===== config.mk =====
export PLATFORM = sky130hd
export DESIGN_NAME = fetch_stage_flat
export DESIGN_NICKNAME = d
export VERILOG_FILES = /design/src/rtl/fetch_stage_if.sv /design/src/rtl/fetch_stage.sv /design/src/flat_wrapper.sv
export SDC_FILE = /design/constraint.sdc
export NUM_CORES = 1
export LEC_CHECK = 0
export BUFFER_PORTS_ARGS = -buffer_cell sky130_fd_sc_hd__buf_2
export CELL_PAD_IN_SITES_DETAIL_PLACEMENT = 2
export CELL_PAD_IN_SITES_GLOBAL_PLACEMENT = 2
export CORE_MARGIN = 2
export CORE_UTILIZATION = 33
export CTS_CLUSTER_DIAMETER = 200
export DETAILED_ROUTE_END_ITERATION = 7
export PLACE_DENSITY_LB_ADDON = 0.3
export REMOVE_ABC_BUFFERS = 1
export SYNTH_ARGS = -nofsm -noshare
export SYNTH_HDL_FRONTEND = slang
export SYNTH_SLANG_ARGS = --single-unit

===== constraint.sdc =====
create_clock -name CLK -period 2.4 [get_ports CLK]
set_input_delay 0.24 -clock CLK [delete_from_list [all_inputs] [get_ports CLK]]
set_output_delay 0.24 -clock CLK [all_outputs]
set_load 0.01 [all_outputs]

===== src/rtl/fetch_stage_if.sv =====
// rtl/fetch_stage_if.sv - icache, hazard, redirect and IF/ID signals of the fetch stage
interface fetch_stage_if;
  logic        iREN;
  logic [31:0] iaddr;
  logic        ihit;
  logic [31:0] iload;
  logic        stall;
  logic        redirect;
  logic [31:0] redirect_pc;
  logic [31:0] instru;
  logic [31:0] nPC;
  logic        fvalid;
  logic        flush;

  modport master (
    output iREN, iaddr, instru, nPC, fvalid, flush,
    input  ihit, iload, stall, redirect, redirect_pc
  );

  modport slave (
    input  iREN, iaddr, instru, nPC, fvalid, flush,
    output ihit, iload, stall, redirect, redirect_pc
  );
endinterface


===== src/rtl/fetch_stage.sv =====
// rtl/fetch_stage.sv - instruction fetch: PC, icache reads, IF/ID register, redirect and halt
module fetch_stage #(
  parameter logic [31:0] PC_INIT     = 32'h0000_0000,
  parameter logic [5:0]  HALT_OPCODE = 6'b111111
) (
  input  logic          CLK,
  input  logic          nRST,
  fetch_stage_if.master fif
);

  typedef enum logic [1:0] {FETCH, DROP, HALTED} state_t;

  state_t      state, state_n;
  logic [31:0] pc, pc_n;
  logic [31:0] target, target_n;
  logic [31:0] instru_r, instru_n;
  logic [31:0] npc_r, npc_n;
  logic        fvalid_r, fvalid_n;

  logic [31:0] rpc;
  logic [31:0] pc_inc;

  assign rpc    = fif.redirect_pc & ~32'd3;
  assign pc_inc = pc + 32'd4;

  always_ff @(posedge CLK or negedge nRST) begin
    if (!nRST) begin
      state    <= FETCH;
      pc       <= PC_INIT & ~32'd3;
      target   <= '0;
      instru_r <= '0;
      npc_r    <= '0;
      fvalid_r <= 1'b0;
    end else begin
      state    <= state_n;
      pc       <= pc_n;
      target   <= target_n;
      instru_r <= instru_n;
      npc_r    <= npc_n;
      fvalid_r <= fvalid_n;
    end
  end

  always_comb begin
    state_n  = state;
    pc_n     = pc;
    target_n = target;
    instru_n = instru_r;
    npc_n    = npc_r;
    fvalid_n = fvalid_r;
    case (state)
      FETCH: begin
        if (fif.redirect) begin
          fvalid_n = 1'b0;
          if (fif.ihit) begin
            pc_n = rpc;
          end else begin
            // icache is still working on pc; park the target until it answers
            target_n = rpc;
            state_n  = DROP;
          end
        end else if (!fif.stall) begin
          if (fif.ihit) begin
            instru_n = fif.iload;
            npc_n    = pc_inc;
            fvalid_n = 1'b1;
            pc_n     = pc_inc;
            if (fif.iload[31:26] == HALT_OPCODE) begin
              state_n = HALTED;
            end
          end else begin
            fvalid_n = 1'b0;
          end
        end
      end
      DROP: begin
        fvalid_n = 1'b0;
        if (fif.redirect) begin
          target_n = rpc;
        end
        if (fif.ihit) begin
          pc_n    = fif.redirect ? rpc : target;
          state_n = FETCH;
        end
      end
      HALTED: begin
        if (fif.redirect) begin
          pc_n     = rpc;
          fvalid_n = 1'b0;
          state_n  = FETCH;
        end else if (!fif.stall) begin
          fvalid_n = 1'b0;
        end
      end
      default: begin
        state_n = FETCH;
      end
    endcase
  end

  // in DROP pc still holds the in-flight address, so iaddr is pc in every state
  assign fif.iREN   = (state != HALTED);
  assign fif.iaddr  = pc;
  assign fif.flush  = fif.redirect;
  assign fif.instru = instru_r;
  assign fif.nPC    = npc_r;
  assign fif.fvalid = fvalid_r;

endmodule

===== src/flat_wrapper.sv =====
// flat-port wrapper written by rule: the top's interface ports become plain ports
module fetch_stage_flat 
#(
  parameter logic [31:0] PC_INIT     = 32'h0000_0000,
  parameter logic [5:0]  HALT_OPCODE = 6'b111111
)
  (CLK, nRST, fif_iREN, fif_iaddr, fif_instru, fif_nPC, fif_fvalid, fif_flush, fif_ihit, fif_iload, fif_stall, fif_redirect, fif_redirect_pc);
  fetch_stage_if fif_i ();
  input  logic CLK;
  input  logic nRST;
  output wire logic [$bits(fif_i.iREN)-1:0] fif_iREN;
  output wire logic [$bits(fif_i.iaddr)-1:0] fif_iaddr;
  output wire logic [$bits(fif_i.instru)-1:0] fif_instru;
  output wire logic [$bits(fif_i.nPC)-1:0] fif_nPC;
  output wire logic [$bits(fif_i.fvalid)-1:0] fif_fvalid;
  output wire logic [$bits(fif_i.flush)-1:0] fif_flush;
  input wire logic [$bits(fif_i.ihit)-1:0] fif_ihit;
  input wire logic [$bits(fif_i.iload)-1:0] fif_iload;
  input wire logic [$bits(fif_i.stall)-1:0] fif_stall;
  input wire logic [$bits(fif_i.redirect)-1:0] fif_redirect;
  input wire logic [$bits(fif_i.redirect_pc)-1:0] fif_redirect_pc;
  assign fif_iREN = fif_i.iREN;
  assign fif_iaddr = fif_i.iaddr;
  assign fif_instru = fif_i.instru;
  assign fif_nPC = fif_i.nPC;
  assign fif_fvalid = fif_i.fvalid;
  assign fif_flush = fif_i.flush;
  assign fif_i.ihit = fif_ihit;
  assign fif_i.iload = fif_iload;
  assign fif_i.stall = fif_stall;
  assign fif_i.redirect = fif_redirect;
  assign fif_i.redirect_pc = fif_redirect_pc;
  fetch_stage #(.PC_INIT(PC_INIT), .HALT_OPCODE(HALT_OPCODE)) u_core (.CLK(CLK), .nRST(nRST), .fif(fif_i));
endmodule

After elaboration in Yosys (flattened, before gate mapping):

Index checks and enable logic that the tools add are counted.

* flip-flop bits (word level): 131
* output and inout bits: 99
* word-level logic and storage cells: 57
* input port bits: 69

* muxes and demuxes: 25
* bitwise operators: 2
* reductions and logical operators: 8
* add/subtract/negate cells: 1
* equality and inequality tests: 15

Operators with widths (count)
* two-way mux 32 bit: 9
* case mux 32 bit (3 select lines): 1
* case mux 32 bit (2 select lines): 1
* adder 32 x 3 -> 32 bit (second input constant): 1
* inequality test 3 bit (second input constant): 6
* two-way mux 2 bit: 7
* AND reduction 6 bit: 2
* inequality test 2 bit (second input constant): 5
* equality test 6 bit (second input constant): 1
* case mux 2 bit (3 select lines): 1
* AND reduction 3 bit: 2
* two-way mux 1 bit: 5
* AND reduction 4 bit: 1
* inequality test 3 x 2 -> 1 bit (second input constant): 1
* case mux 1 bit (3 select lines): 1
* nonzero test 3 bit: 1
* equality test 2 x 1 -> 1 bit (second input constant): 1
* equality test 2 bit (second input constant): 1
* logical NOT 2 bit: 1
* inverter 1 bit: 2
* nonzero test 2 bit: 1

Logic depth before layout (Yosys ltp):

* depth in word-level cells: 6
* mapped depth: 8
* mapped depth without buffers: 7

Worst setup path before layout:

No wires, ideal clock.

* path kind: register to register
* start: register u_core.state[0]
* end: register u_core.pc[9] (netlist: u_core.fif.iaddr[9])
* stages on the path, launching flop included: 9
* setup time: 0.129 ns
* required time: 2.271 ns
* path slack: 0.362 ns
* buffers on the path: 2
* period minus slack after synthesis: 2.038 ns
* arrival: 1.908 ns
* cells stage by stage: dfrtp_1 inv_1 ha_1 clkbuf_1 nor2b_1 o22ai_2 buf_2 a222oi_1 o2bb2ai_1

* word-level cells in the longest chain between the ends: 3
* elaborated cells between the ends (all ways): 11
* classes of those cells: eq/ne: 7; mux: 1; reduce/logical: 3

Ends and longest elaborated chain
* start, declared: line fetch_stage.sv:13 `state_t state, state_n;`
* start signal, assigned: line fetch_stage.sv:35 `state <= state_n;`
* equality test 2 bit, or another cell as far along: line fetch_stage.sv:51 `case (state)`
* inequality test 2 bit (no line), or another cell as far along
* AND reduction 6 bit (no line)
* end signal, assigned: line fetch_stage.sv:29 `pc <= PC_INIT & ~32'd3;`
* end signal, assigned: line fetch_stage.sv:36 `pc <= pc_n;`
* end, declared: line fetch_stage.sv:14 `logic [31:0] pc, pc_n;`

Parallel ways exist; a longest one is shown, timed or not.
A chain may end at the register's enable or synchronous reset.

Worst setup path in the final report:

* start: register u_core.state[1]
* end: register u_core.npc_r[3] (netlist: u_core.fif.nPC[3])

* word-level cells in the longest chain between the ends: 2

Ends and longest elaborated chain
* logical NOT 2 bit: line fetch_stage.sv:51
* AND reduction 4 bit (no line)
* end signal, assigned: line fetch_stage.sv:39 `npc_r <= npc_n;`
* end, declared: line fetch_stage.sv:17 `logic [31:0] npc_r, npc_n;`

Every way passes these cells.

==> run_results.csv <==
group,metric,value,unit
flow_run,maxCapViolations,0,
global_route,grt.total_usage,22.9,%
timing,max-slew-margin-rel,66.1,%
global_route,antenna_found_initial,3,
timing,setup_ws,0.110,ns
cells_and_area,register_area,3280,um2
logic_synthesis,async_reset_ff_share,100,%
place,io_buffers,165,
power_and_ir_drop,powerDensity,1340,nW/um2
place,dp.final_hpwl,15500,um
cells_and_area,fin_util,43.4,%
logic_synthesis,syn-cell-area,6470,um2
worst_setup_path,path_class,"reg2reg",
hold_path,hold_class,"in2reg",
logic_synthesis,syn_inst,594,
drt,first_pass_iters,4,
drt,wirelength,22500,um
worst_setup_path,cp.arrival,2.60,ns
logic_synthesis,synth_top_cell_by_area,"dfrtp_1",
power_and_ir_drop,p_seq_share,36.6,%
worst_setup_path,critPathRequiredTime,2.71,ns
timing,fmax,437,MHz
timing,clock_skew,0.00747,ns
logic_synthesis,ys_seq_area_share,50.6,%
cells_and_area,multi_input_area,2970,um2
global_route,grt_pass1_vias,6284,
global_route,grt_overflow,0,
drt,routedWlPerCell,21.5,um
logic_synthesis,synth_top_area_share,50.6,%
power_and_ir_drop,p_sw_share,39.0,%
floorplanning,dieArea,20800,um2
timing,tns,0,ns
cells_and_area,fin_nets,840,
timing,hold_viol_final,0,
clocking,cts_tree,"built",
timing,post-route-min-period,2.29,ns
cells_and_area,fill_cells,2023,
drt,drtIter0Drc,282,
timing,drv_slew,0,
logic_synthesis,synth_enable_flop_cells,0,
power_and_ir_drop,p_comb_share,39.7,%
cells_and_area,layout-area-overhead-vs-synth,29.5,%
clocking,root_buffer,"clkbuf_16",
logic_synthesis,ys_types,59,
power_and_ir_drop,internal-power,0.00688,W
outcome,status,"completed",
place,gp_congestion,0.774,
clocking,clockBufferDepth,2,
floorplanning,num_rows,51,
global_route,grt_pass1_wl,36000,um
drt,num_vias,5555,
floorplanning,start_util,33.5,%
global_route,grt_start_max_net_pins,69,
logic_synthesis,synthTopCellsByArea,"dfrtp_1 (51%), mux2_2 (12%), a21oi_1 (4.6%), nor2_1 (3.4%), xnor2_1 (2.4%)",
power_and_ir_drop,p_switching,0.00439,W
clocking,clock_latency,0.43,ns
power_and_ir_drop,leakagePower,3.74,nW
clocking,htree_levels,4,
timing,rsz0062_at_grt,"yes",
clocking,cts_made_buffers,17,
logic_synthesis,syn_avg_cell_area,10.9,um2
place,pre_cts_ws,0.00935,ns
floorplanning,die_h,144,um
logic_synthesis,ys_warn_count,0,
drt,vias_per_cell,5.31,
worst_setup_path,cp-end-kind,"flop",
power_and_ir_drop,p_clk_share,23.7,%
floorplanning,die_x,144,um
worst_setup_path,cp-start-kind,"flop",
power_and_ir_drop,irDropWorstVdd,0.564,mV
drt,antenna_left,0,
floorplanning,fp.coreArea,19300,um2
floorplanning,io_pins,168,
logic_synthesis,ys.flop_type,"dfrtp_1",
timing,worst_pin_slew,0.508,ns
power_and_ir_drop,p_total,0.0113,W
timing,whs,0.0421,ns
clocking,numClockSinks,131,
cells_and_area,drive_gt1_share,40.1,%
timing,setup_violations,0,
timing,finalCritPeriodShare,95.4,%
logic_synthesis,synth-seq-cells,131,
drt,drcViolationCount,0,
clocking,clk_pin_slew_worst_paths,0.06,ns
worst_setup_path,crit_fanout,68,
==> repair_timing <==
item | in CTS | in global routing
setup endpoints to repair | 1 | 13
buffers inserted | 0 | 1
endpoints found under the hold margin | 68 | 0
hold buffers | 1 | 0
resized for setup | 1 | 5
pin swaps | 0 | 1
==> power groups by stage <==
stage               Clock (W)  Sequential, W  Combinational (W)
floorplan                   0        0.00432            0.00220
global placement            0        0.00404            0.00421
detailed placement          0        0.00414            0.00446
CTS                   0.00273        0.00412            0.00453
global route          0.00284        0.00431            0.00493
finish                0.00267        0.00413            0.00447
==> logic make-up after synthesis <==
kind of cell	Yosys count	share of synthesized area, %
xor gates and xnor gates	28	3.79
and+or+nand+nor	135	10.8
muxes	73	12.6
DFF	131	50.6
AOI/OAI and AO/OA	165	17.3
buffers and inverters	57	3.94
adders and majority gates	5	0.966
==> metal layers <==
metal / up-vias / track usage [%] / share of wire [%]
met4: 2 / 7.22 / 1.5
li1: 2528 / - / -
met1: 2883 / 28.7 / 41
met3: 24 / 4.30 / 3.4
met2: 118 / 40.1 / 54
met5: - / 0 / 0.058
==> sequential cells by signal, indices dropped and copies added (netlist names) <==
register,flops
u_core.fif.instru,32
u_core.fif.nPC,32
u_core.target,32
u_core.fif.iaddr,32
u_core.state,2
u_core.fif.fvalid,1
==> cell usage after synthesis, types with 8 or more instances <==
cell type / instances
a21oi_1: 60
a221oi_1: 8
a22oi_1: 9
buf_2: 18
clkbuf_1: 12
dfrtp_1: 131
inv_1: 17
mux2_2: 67
nand2_1: 21
nand4_1: 11
nor2_1: 59
nor3_1: 8
o21ai_0: 19
xnor2_1: 18
xor2_1: 10
==> path summary, 6_finish.rpt <==
path                                                      to  slack (ns)                              start  depth (start not counted)
max reg2reg                    u_core.fif.nPC[3]$_DFFE_PN0P_        0.11        u_core.state[1]$_DFFE_PN0P_                          6
min reg2reg                u_core.fif.instru[26]$_DFFE_PN0P_        0.50  u_core.fif.instru[26]$_DFFE_PN0P_                          1
min in group asynchronous  u_core.fif.instru[18]$_DFFE_PN0P_        0.22                               nRST                          2
min                        u_core.fif.instru[15]$_DFFE_PN0P_        0.04                      fif_iload[15]                          2
max in group asynchronous     u_core.fif.nPC[28]$_DFFE_PN0P_        1.43                               nRST                          3
max                            u_core.fif.nPC[3]$_DFFE_PN0P_        0.11        u_core.state[1]$_DFFE_PN0P_                          6
==> final cells by class <==
type	count	share of cell area, %
antenna	2	0.0597
clock buffer	19	5.40
clock inverter	13	1.79
inverter	19	0.866
multi-input combinational	406	35.5
sequential	131	39.1
tap	265	3.95
timing repair buffer	191	13.3
==> stage by stage <==
step / instances / area [um2]
finish: 1046 / 8380
global route: 1046 / 8380
CTS: 1043 / 8360
detailed placement: 1010 / 7740
global placement: 1010 / 7740
floorplan: 556 / 6290
==> cells in the final DEF, fill, tap and decap left out, drive strengths merged, types with 3 or more instances in the layout <==
| cell | count |
|---|---|
| nor3 | 10 |
| o211ai | 4 |
| o2bb2ai | 5 |
| nor2 | 59 |
| mux2i | 4 |
| and3 | 7 |
| inv | 21 |
| nand4 | 11 |
| o31a | 5 |
| xor2 | 10 |
| xnor2 | 18 |
| o31ai | 7 |
| and2 | 4 |
| a31o | 3 |
| buf | 190 |
| a21o | 4 |
| nand2b | 3 |
| mux2 | 69 |
| a21oi | 60 |
| a32o | 4 |
| a222oi | 7 |
| ha | 5 |
| nand2 | 21 |
| clkinv | 8 |
| dfrtp | 131 |
| a22o | 7 |
| a221oi | 8 |
| a22oi | 9 |
| clkbuf | 19 |
| o21ai | 20 |
| nand3 | 12 |
| o22ai | 8 |
==> worst max-delay path: stages (launching register included) <==
cell      delay, ns
dfrtp_2        0.46
inv_1          0.11
ha_1           0.35
nand2b_1       0.17
nor3b_2        0.31
buf_12         0.33
mux2_2         0.38
Note: power is estimated with default switching activity, not from simulation.
